$ cat src/rtl/router_pkg.sv
// -----------------------------------------------------------------------------
// router_pkg
// Shared definitions for the router datapath (1x4 routing stage and the 4x1
// egress merger).
//   PORT_IDX_W / FIFO_PTR_W : index and pointer widths for the default sizes
//   state_t                 : merge arbiter states
//   beat_t                  : one stored beat {last, data}
// -----------------------------------------------------------------------------
package router_pkg;

  localparam int NUM_PORTS_DEF  = 4;
  localparam int DATA_WIDTH_DEF = 32;
  localparam int FIFO_DEPTH_DEF = 4;

  localparam int PORT_IDX_W = $clog2(NUM_PORTS_DEF);
  // The extra MSB distinguishes full from empty when the address bits match.
  localparam int FIFO_PTR_W = $clog2(FIFO_DEPTH_DEF) + 1;

  typedef enum logic [0:0] {
    ST_IDLE = 1'b0,
    ST_BUSY = 1'b1
  } state_t;

  typedef struct packed {
    logic                      last;
    logic [DATA_WIDTH_DEF-1:0] data;
  } beat_t;

endpackage

$ cat src/rtl/router_sync_fifo.sv
// -----------------------------------------------------------------------------
// router_sync_fifo
// Single-clock FIFO holding one ingress port's beats.
//   clk, reset : clock, asynchronous active-high reset (pointers only)
//   push, din  : write request and beat; ignored while full
//   pop        : read request; ignored while empty
//   full/empty : occupancy flags
//   head       : oldest stored beat (valid when !empty)
// -----------------------------------------------------------------------------
module router_sync_fifo
  import router_pkg::*;
#(
  parameter int WIDTH = 33,
  parameter int DEPTH = 4
) (
  input  logic             clk,
  input  logic             reset,
  input  logic             push,
  input  logic             pop,
  input  logic [WIDTH-1:0] din,
  output logic             full,
  output logic             empty,
  output logic [WIDTH-1:0] head
);

  localparam int AW    = $clog2(DEPTH);
  localparam int PTR_W = AW + 1;

  logic [PTR_W-1:0] wr_ptr_r;
  logic [PTR_W-1:0] rd_ptr_r;
  logic [WIDTH-1:0] mem_r [DEPTH];
  logic             do_push_s;
  logic             do_pop_s;

  assign empty     = (wr_ptr_r == rd_ptr_r);
  assign full      = (wr_ptr_r[AW] != rd_ptr_r[AW]) &&
                     (wr_ptr_r[AW-1:0] == rd_ptr_r[AW-1:0]);
  assign do_push_s = push & ~full;
  assign do_pop_s  = pop & ~empty;
  assign head      = mem_r[rd_ptr_r[AW-1:0]];

  // Pointer update; reset empties the FIFO regardless of stored contents.
  always_ff @(posedge clk or posedge reset) begin
    if (reset) begin
      wr_ptr_r <= '0;
      rd_ptr_r <= '0;
    end else begin
      if (do_push_s) wr_ptr_r <= wr_ptr_r + PTR_W'(1);
      if (do_pop_s)  rd_ptr_r <= rd_ptr_r + PTR_W'(1);
    end
  end

  // Beat storage; contents are meaningless until written, so no reset.
  always_ff @(posedge clk) begin
    if (do_push_s) mem_r[wr_ptr_r[AW-1:0]] <= din;
  end

endmodule

$ cat src/rtl/router_merge_4x1.sv
// -----------------------------------------------------------------------------
// router_merge_4x1
// Merges packets from NUM_PORTS ingress ports onto one output stream. Each port
// has a small FIFO; a packet-locked round-robin arbiter picks one port and a
// registered output stage drives a valid/ready interface. Packets are never
// interleaved.
//   clk, reset             : clock, asynchronous active-high reset
//   in_data/valid/last     : per-port beat, port i at [i*DATA_WIDTH +: DATA_WIDTH]
//   in_ready               : per-port FIFO not full (0 while in reset)
//   out_data/last/src      : merged beat, end-of-packet, source port
//   out_valid / out_ready  : output handshake
// -----------------------------------------------------------------------------
module router_merge_4x1
  import router_pkg::*;
#(
  parameter int DATA_WIDTH = DATA_WIDTH_DEF,
  parameter int NUM_PORTS  = NUM_PORTS_DEF,
  parameter int FIFO_DEPTH = FIFO_DEPTH_DEF
) (
  input  logic                            clk,
  input  logic                            reset,
  input  logic [NUM_PORTS*DATA_WIDTH-1:0] in_data,
  input  logic [NUM_PORTS-1:0]            in_valid,
  input  logic [NUM_PORTS-1:0]            in_last,
  output logic [NUM_PORTS-1:0]            in_ready,
  output logic [DATA_WIDTH-1:0]           out_data,
  output logic                            out_valid,
  output logic                            out_last,
  output logic [$clog2(NUM_PORTS)-1:0]    out_src,
  input  logic                            out_ready
);

  localparam int IDX_W  = $clog2(NUM_PORTS);
  localparam int BEAT_W = DATA_WIDTH + 1;

  logic [NUM_PORTS-1:0] full_s;
  logic [NUM_PORTS-1:0] empty_s;
  logic [NUM_PORTS-1:0] push_s;
  logic [NUM_PORTS-1:0] pop_s;
  logic [BEAT_W-1:0]    head_s [NUM_PORTS];

  state_t               state_r;
  logic [IDX_W-1:0]     grant_r;
  logic [IDX_W-1:0]     last_grant_r;

  logic                 slot_free_s;
  logic                 pick_found_s;
  logic [IDX_W-1:0]     pick_idx_s;
  logic [IDX_W-1:0]     cand_s;
  logic                 pop_en_s;
  logic [IDX_W-1:0]     pop_idx_s;
  logic [BEAT_W-1:0]    sel_beat_s;

  // Gating with reset keeps in_ready low for the whole reset interval.
  assign in_ready    = ~full_s & {NUM_PORTS{~reset}};
  assign push_s      = in_valid & in_ready;
  assign slot_free_s = ~out_valid | out_ready;

  for (genvar i = 0; i < NUM_PORTS; i++) begin : g_fifo
    router_sync_fifo #(
      .WIDTH (BEAT_W),
      .DEPTH (FIFO_DEPTH)
    ) u_fifo (
      .clk   (clk),
      .reset (reset),
      .push  (push_s[i]),
      .pop   (pop_s[i]),
      .din   ({in_last[i], in_data[i*DATA_WIDTH +: DATA_WIDTH]}),
      .full  (full_s[i]),
      .empty (empty_s[i]),
      .head  (head_s[i])
    );
  end

  // Round-robin search: first non-empty port after last_grant, wrapping; the
  // offset NUM_PORTS wraps back onto last_grant itself, giving it lowest rank.
  always_comb begin
    pick_found_s = 1'b0;
    pick_idx_s   = '0;
    cand_s       = '0;
    for (int off = 1; off <= NUM_PORTS; off++) begin
      cand_s = last_grant_r + IDX_W'(off);
      if (!pick_found_s && !empty_s[cand_s]) begin
        pick_found_s = 1'b1;
        pick_idx_s   = cand_s;
      end else begin
        pick_found_s = pick_found_s;
      end
    end
  end

  // Pop decision: a new grant in IDLE, only the locked port in BUSY.
  always_comb begin
    pop_en_s  = 1'b0;
    pop_idx_s = grant_r;
    case (state_r)
      ST_IDLE: begin
        if (slot_free_s && pick_found_s) begin
          pop_en_s  = 1'b1;
          pop_idx_s = pick_idx_s;
        end else begin
          pop_en_s  = 1'b0;
        end
      end
      ST_BUSY: begin
        if (slot_free_s && !empty_s[grant_r]) begin
          pop_en_s = 1'b1;
        end else begin
          pop_en_s = 1'b0;
        end
      end
      default: pop_en_s = 1'b0;
    endcase
  end

  // One-hot pop strobe and head mux for the selected port.
  always_comb begin
    pop_s            = '0;
    pop_s[pop_idx_s] = pop_en_s;
    sel_beat_s       = head_s[pop_idx_s];
  end

  // Arbiter FSM and output register; the held beat stays put while stalled.
  always_ff @(posedge clk or posedge reset) begin
    if (reset) begin
      state_r      <= ST_IDLE;
      grant_r      <= '0;
      last_grant_r <= IDX_W'(NUM_PORTS - 1);
      out_valid    <= 1'b0;
      out_last     <= 1'b0;
      out_data     <= '0;
      out_src      <= '0;
    end else if (pop_en_s) begin
      out_valid    <= 1'b1;
      out_data     <= sel_beat_s[DATA_WIDTH-1:0];
      out_last     <= sel_beat_s[DATA_WIDTH];
      out_src      <= pop_idx_s;
      grant_r      <= pop_idx_s;
      last_grant_r <= pop_idx_s;
      state_r      <= sel_beat_s[DATA_WIDTH] ? ST_IDLE : ST_BUSY;
    end else if (out_ready) begin
      // Held beat accepted with nothing to replace it: bubble.
      out_valid    <= 1'b0;
    end
  end

endmodule

$ cat config.mk
export PLATFORM = sky130hd
export DESIGN_NAME = router_merge_4x1
export DESIGN_NICKNAME = d
export VERILOG_FILES = /design/src/rtl/router_pkg.sv /design/src/rtl/router_sync_fifo.sv /design/src/rtl/router_merge_4x1.sv
export SDC_FILE = /design/constraint.sdc
export NUM_CORES = 1
export LEC_CHECK = 0
export BUFFER_PORTS_ARGS = -buffer_cell sky130_fd_sc_hd__buf_2
export CORE_MARGIN = 2
export CORE_UTILIZATION = 50
export DETAILED_ROUTE_END_ITERATION = 16
export PLACE_DENSITY = 0.71
export SYNTH_ARGS = -nofsm -noshare
export SYNTH_HDL_FRONTEND = slang
export SYNTH_SLANG_ARGS = --single-unit
$ cat constraint.sdc
create_clock -name clk -period 2.8 [get_ports clk]
set_input_delay 0.42 -clock clk [delete_from_list [all_inputs] [get_ports clk]]
set_output_delay 0.42 -clock clk [all_outputs]
set_load 0.1 [all_outputs]
Yosys cells after proc, flatten, opt, wreduce, memory -nomap -nowiden --
Memories as Yosys holds them, arrays and structs flattened. Index checks and enable logic that the tools add are counted.
Word-level totals: flip-flop bits (word level) 63, memory bits (writable) 528, bits of input ports 139, memories kept 4
Memories:
- g_fifo[0].u_fifo.mem_r | depth 4, bits a word 33, read ports 1, clocked after Yosys merged registers in 0, write ports 1, RTL line router_sync_fifo.sv:31 | logic [WIDTH-1:0] mem_r [DEPTH];
- g_fifo[1].u_fifo.mem_r | depth 4, bits a word 33, read ports 1, clocked after Yosys merged registers in 0, write ports 1, RTL line router_sync_fifo.sv:31
- g_fifo[2].u_fifo.mem_r | depth 4, bits a word 33, read ports 1, clocked after Yosys merged registers in 0, write ports 1, RTL line router_sync_fifo.sv:31
- g_fifo[3].u_fifo.mem_r | depth 4, bits a word 33, read ports 1, clocked after Yosys merged registers in 0, write ports 1, RTL line router_sync_fifo.sv:31
Cells by class: $add $sub $neg 11, order comparisons 8, equal/unequal tests 12, multiplexer cells 39, bitwise gates (word level) 25, reduce and logical (&&, ||, !) cells 17
Operator list (count):
- binary-select mux 33 bit (select 2 bit) | 1
- two-way mux 33 bit | 2
- adder 3 x 1 -> 3 bit, second input constant | 8
- two-way mux 1 bit | 23
- < comparator 2 x 3 -> 1 bit, second input constant | 6
- bitwise AND 4 bit | 3
- == test 3 bit | 4
- two-way mux 2 bit | 6
- NOT 1 bit | 11
- binary-select mux 1 bit (select 2 bit) | 5
- logical AND 1 bit | 10
- bitwise AND 1 bit | 8
- == test 2 bit | 4
- logical NOT 1 bit | 6
- adder 2 bit, second input constant | 2
- inequality test 1 bit | 4
- NOT 4 bit | 1
- greater-or-equal comparator 3 bit, second input constant | 1
- NOT 2 -> 3 bit | 1
- adder 2 x 1 -> 2 bit, second input constant | 1
- demux 1 bit (select 2 bit) | 1
- greater-or-equal comparator 2 x 1 -> 1 bit, second input constant | 1
- one-hot mux 1 bit (2 select lines) | 1
- nonzero test 2 bit | 1
- OR 1 bit | 1

Longest topological paths before layout --
word-level depth 21, depth in mapped cells 10

By module --
A second synthesis with hierarchy kept.
Unflattened totals: cells, all modules 1253, area, all modules 24329.6 um^2
By module, submodules not included:
- router_sync_fifo at g_fifo[0].u_fifo ... | instances 3, cells each 222, area an instance 5287.6 um^2, sequential area each 4113.9 um^2
- router_sync_fifo at g_fifo[1].u_fifo | instances 1, cells each 222, area an instance 5273.8 um^2, sequential area each 4113.9 um^2
- router_merge_4x1 | instances 1, cells each 365, area an instance 3193.1 um^2, sequential area each 978.4 um^2

Least setup slack after synthesis --
Ideal clock, no wire load.
kind input to register, from in reset, to mem g_fifo[0].u_fifo.mem_r[3][0], enable pin, arrival 3.715 ns, data required time 2.405 ns, path slack -1.309 ns, stages 3, cells stage by stage inv_1 o21a_1 and3_1
On the way: word-level cells in the longest chain between the ends 6
RTL lines:
- start: declaration | RTL line router_merge_4x1.sv:21 | input logic reset,
- NOT 1 bit | RTL line router_merge_4x1.sv:55 | assign in_ready = ~full_s & {NUM_PORTS{~reset}};
- bitwise AND 4 bit | RTL line router_merge_4x1.sv:55
- net in_ready[0] | RTL line router_merge_4x1.sv:25 | output logic [NUM_PORTS-1:0] in_ready,
- bitwise AND 4 bit | RTL line router_merge_4x1.sv:56 | assign push_s = in_valid & in_ready;
- bitwise AND 1 bit | RTL line router_sync_fifo.sv:38 | assign do_push_s = push & ~full;
- two-way mux 1 bit | RTL line router_sync_fifo.sv:55 | if (do_push_s) mem_r[wr_ptr_r[AW-1:0]] <= din;
- two-way mux 1 bit (not written as such) | RTL line router_sync_fifo.sv:55
- end: declaration | RTL line router_sync_fifo.sv:31
The timed path passes the listed nets, and every way through them passes these cells.

Worst setup path in the final report --
from reg g_fifo[1].u_fifo.wr_ptr_r[1], to reg state_r
On the way: word-level cells in the longest chain between the ends 20
RTL lines:
- start: declaration | RTL line router_sync_fifo.sv:29 | logic [PTR_W-1:0] wr_ptr_r;
- start signal: assignment | RTL line router_sync_fifo.sv:48 | if (do_push_s) wr_ptr_r <= wr_ptr_r + PTR_W'(1);
- == test 3 bit * | RTL line router_sync_fifo.sv:35 | assign empty = (wr_ptr_r == rd_ptr_r);
- binary-select mux 1 bit (select 2 bit) | RTL line router_merge_4x1.sv:83 | if (!pick_found_s && !empty_s[cand_s]) begin
- two-way mux 1 bit (not written as such) | RTL line router_merge_4x1.sv:83
- logical NOT 1 bit | RTL line router_merge_4x1.sv:83
- logical AND 1 bit | RTL line router_merge_4x1.sv:83
- two-way mux 1 bit | RTL line router_merge_4x1.sv:83
- logical NOT 1 bit | RTL line router_merge_4x1.sv:83
- logical AND 1 bit | RTL line router_merge_4x1.sv:83
- (+3 left out)
- two-way mux 1 bit | RTL line router_merge_4x1.sv:83
- logical AND 1 bit | RTL line router_merge_4x1.sv:98 | if (slot_free_s && pick_found_s) begin
- two-way mux 2 bit | RTL line router_merge_4x1.sv:98
- two-way mux 2 bit | RTL line router_merge_4x1.sv:96 | case (state_r)
- NOT 2 -> 3 bit (not written as such) | RTL line router_merge_4x1.sv:120 | sel_beat_s = head_s[pop_idx_s];
- binary-select mux 33 bit (select 2 bit) | RTL line router_merge_4x1.sv:120
- two-way mux 33 bit (not written as such) (2 in a row) | RTL line router_merge_4x1.sv:120
- two-way mux 1 bit | RTL line router_merge_4x1.sv:140 | state_r <= sel_beat_s[DATA_WIDTH] ? ST_IDLE : ST_BUSY;
- end signal: assignment | RTL line router_merge_4x1.sv:140
- end: declaration | RTL line router_merge_4x1.sv:42 | state_t state_r;
Mark *: on every way between the ends. The rest lies on a longest branch, timed or not. The select of a mux whose other input is x is not followed. A chain may end at the register's enable or synchronous reset.

==> results.cfg <==
[route]
wl_met1_um = 20800
top_layer = met5
dr.pass1.iters = 5
first_iter_violations = 1208
vias = 12600
wl_per_cell_um = 25.1
wl_met2_um = 27700
drc = 0
viasPerCell = 5.82
met3_length_um = 3870
postRouteWirelength_um = 54100
ant_nets = 0

[critical_path]
path_delay_family = compound AO/OA/AOI/OAI gates
start_kind = flop
r2r_cells = 8
cp_slowest_cell = o41ai_4
crit_path_max_incr_delay_ns = 0.53
required_ns = 3.29
crit_fanout = 15
worstSetupPathType = reg -> reg
cp_cell_sequence = xor2_2, or3_4, o41ai_4, nand2b_4, nand2_8, inv_4, mux2i_1, a221o_1
critPathBufInv = 1
reg2reg_to = state_r$_DFFE_PP0N_
critPathCaptureType = flop
r2r_slack_ns = 0.08
crit_arrival_ns = 3.21
r2r_start = g_fifo[1].u_fifo.wr_ptr_r[1]$_DFFE_PP0P_

[sta]
fin_setup_tns_ns = 0
setup_viol = 0
fmax_mhz = 368
fin_crit_ns = 2.72
fin_skew_ns = 0.0150
worst_pin_slew_ns = 1.03
finalCritPeriodShare_pct = 97.1
slew_viol_final = 0
hold_viol_final = 0
slew_headroom_pct = 31.3

[synth]
async_flop_share_pct = 10.7
synth_edf_count = 528
ys_seq_area_share_pct = 74.3
syn-num-nets = 1388
synthFlopType = edfxtp_1
synth_area_per_cell_um2 = 19.1
netlist_instances = 1229
ys_seq_elements = 591
ys.warnings.count = 0
synth.distinct_cells = 59
synth_area_um2 = 23500

[global_route]
gr-usage-all-layers_pct = 22.6
grt_pass1_vias = 12600
grt_overflow = 0
grt_max_degree = 58
grt_pass1_wl_um = 79500
antenna_found_initial = 6

[power_and_ir_drop]
sw_frac_of_total_pct = 38.4
power.share.sequential_pct = 36.2
powerDensity_nw_per_um2 = 1170
ir_drop_mv = 1.09
p_leak_nw = 9.60
p_switching_mw = 12.5
p_int_mw = 20.0
p_clk_share_pct = 22.7
power.share.combinational_pct = 41.1
power_mw = 32.5

[hold_path]
hold_path_depth = 1
hold_path_end = g_fifo[2].u_fifo.mem_r[2][23]$_DFFE_PP_
hold_class = in -> reg
min_from = in_data[87]

[run_status]
status = finished, final reports clean

[floorplanning]
core-area_um2 = 46500
die_area_um2 = 48700
die_h_um = 221
pin_count = 179
rows = 79
die_w_um = 221
initial_core_util_pct = 50.5

[clock_network]
clkSinkCount = 591
cts_buffers = 58
clockBufferDepth = 3
cts.clk_slew.worst_paths_ns = 0.06
cts_root_buf = clkbuf_16
clk-insertion-delay-late_ns = 0.61
htreeDepth = 2
cts_tree = built

[flow_run]
cap_violations = 0

[final_layout]
num-fill-cells = 3390
final_nets = 1659
drive_above_1_share_pct = 31.5
fin_util_pct = 59.7
area_growth_pct = 18.1

[placed_design]
globalplace.congestion = 0.821
dp_hpwl_um = 35600
numPortBuffers = 178
-- flip-flops by register name, summed over array words and instances, names as in the netlist --
name                    cells
g_fifo.u_fifo.mem_r       528
g_fifo.u_fifo.rd_ptr_r     12
g_fifo.u_fifo.wr_ptr_r     12
grant_r                     2
last_grant_r                2
out_data                   32
out_last                    1
out_valid                   1
state_r                     1
-- layer usage --
metal  up-vias  GRT usage, %
li1       5531             -
met1      6426          29.1
met2       473          38.1
met3       111          5.22
met4        10          7.31
met5         -             0
-- cell usage in the layout, fill, tap and decap left out, drive strengths merged, types with 3 or more instances in the layout --
| master | n |
|---|---|
| edfxtp | 528 |
| buf | 227 |
| mux4 | 110 |
| a21oi | 77 |
| clkbuf | 75 |
| dfrtp | 61 |
| mux2i | 51 |
| dlygate4sd3 | 48 |
| nand2 | 46 |
| nor2 | 37 |
| o21ai | 30 |
| mux2 | 28 |
| and3 | 26 |
| clkinv | 26 |
| a31oi | 23 |
| o221ai | 22 |
| ha | 20 |
| xnor2 | 19 |
| a211oi | 16 |
| inv | 13 |
| xor2 | 9 |
| nand3 | 7 |
| nand2b | 6 |
| and2 | 4 |
| a22oi | 3 |
| o21a | 3 |
| o2111ai | 3 |
| clkinvlp | 3 |
| bufinv | 3 |
-- through the flow --
stage | setup slack [ns] | hold slack [ns] | area (um2) | cells
after floorplan | -0.284 | 0.461 | 23500 | 1229
after global placement | 0.0821 | 0.474 | 25400 | 1998
after detailed placement | 0.00801 | 0.477 | 25400 | 1998
after CTS | 0.0237 | 0.000123 | 27700 | 2154
after global routing | -0.00589 | 0.00396 | 27700 | 2156
final | 0.0820 | 0.0305 | 27700 | 2156
-- worst max-delay path by stage --
stage	cells past startpoint	slack, ns	start	end
floorplan	3	-0.28	reset	g_fifo[0].u_fifo.mem_r[3][0]$_DFFE_PP_
global placement	7	0.08	g_fifo[1].u_fifo.wr_ptr_r[1]$_DFFE_PP0P_	out_data[29]$_DFFE_PP0N_
detailed placement	7	0.008	g_fifo[1].u_fifo.wr_ptr_r[1]$_DFFE_PP0P_	out_data[29]$_DFFE_PP0N_
CTS	8	0.02	g_fifo[3].u_fifo.wr_ptr_r[0]$_DFFE_PP0P_	state_r$_DFFE_PP0N_
global route	8	-0.006	g_fifo[1].u_fifo.wr_ptr_r[0]$_DFFE_PP0P_	state_r$_DFFE_PP0N_
finish	8	0.08	g_fifo[1].u_fifo.wr_ptr_r[1]$_DFFE_PP0P_	state_r$_DFFE_PP0N_
-- cell type report --
type	count	area [um2]	area share (%)
clock inverters	33	236	0.853
diodes	1	2.50	0.00903
multi-input cells	562	5750	20.7
inverters	12	51.3	0.185
well taps	607	759	2.74
flip-flops and latches	591	17400	62.9
clock buffers	75	1570	5.65
repair buffers	275	1910	6.88
-- power by group through the flow --
stage	logic, mW	clock network [mW]	registers, mW
global route	14.2	7.89	11.9
CTS	13.4	7.53	11.8
floorplan	7.69	0	13.6
global placement	13.1	0	11.9
detailed placement	13.3	0	11.9
finish	13.3	7.39	11.8
-- worst register-to-register path: cells and delay by family, from the launching register on --
family	cells	cell delay [ns]
AOI/OAI and AO/OA	2	0.89
xor gates and xnor gates	1	0.22
buffers and inverters	1	0.10
DFF	1	0.44
muxes	1	0.15
and+or+nand+nor	3	0.81
-- cells in the mapped netlist (2+ instances only) --
cell type	instances	area share (%)
o221ai_1	22	0.82
inv_1	11	0.18
and2_1	4	0.11
nand2b_1	5	0.13
buf_2	6	0.13
dfstp_2	2	0.22
a21oi_1	75	1.6
a31oi_1	22	0.59
xor2_2	2	0.14
nand2_1	44	0.70
nor2_1	37	0.59
o21ai_1	2	0.043
mux2_2	26	1.2
a21o_1	2	0.064
dfrtp_1	61	6.5
ha_1	20	1.1
nand3_1	7	0.15
xnor2_1	19	0.71
a211oi_1	16	0.51
edfxtp_1	528	68
a21oi_2	2	0.075
o2111ai_1	3	0.11
a22oi_1	3	0.096
mux4_2	110	11
clkbuf_1	41	0.66
o21ai_0	28	0.60
buf_6	6	0.29
mux2_1	2	0.096
and3_1	26	0.69
mux2i_1	51	2.2
buf_1	9	0.14
o21a_1	3	0.096
nor2b_1	2	0.053
xor2_1	7	0.26
-- logic make-up (layout without fill, tap and decap cells) --
group	Yosys count	in the layout	synth area share, %
flops	591	591	74.3
fa+ha+maj	20	20	1.07
simple gates	138	138	2.96
mux	189	189	14.1
other cells	0	1	0
buf+inv	76	395	1.47
xor+xnor	28	28	1.11
compound gates	187	187	5.04
-- timing repair --
action | in CTS | in global routing
setup buffers | 0 | 1
hold buffers | 48 | 0
setup endpoints to repair | 2 | 35
endpoints found under the hold margin | 177 | 0
pin swaps | 1 | 2
resized for setup | 0 | 4
(Power assumes the default switching activity.)
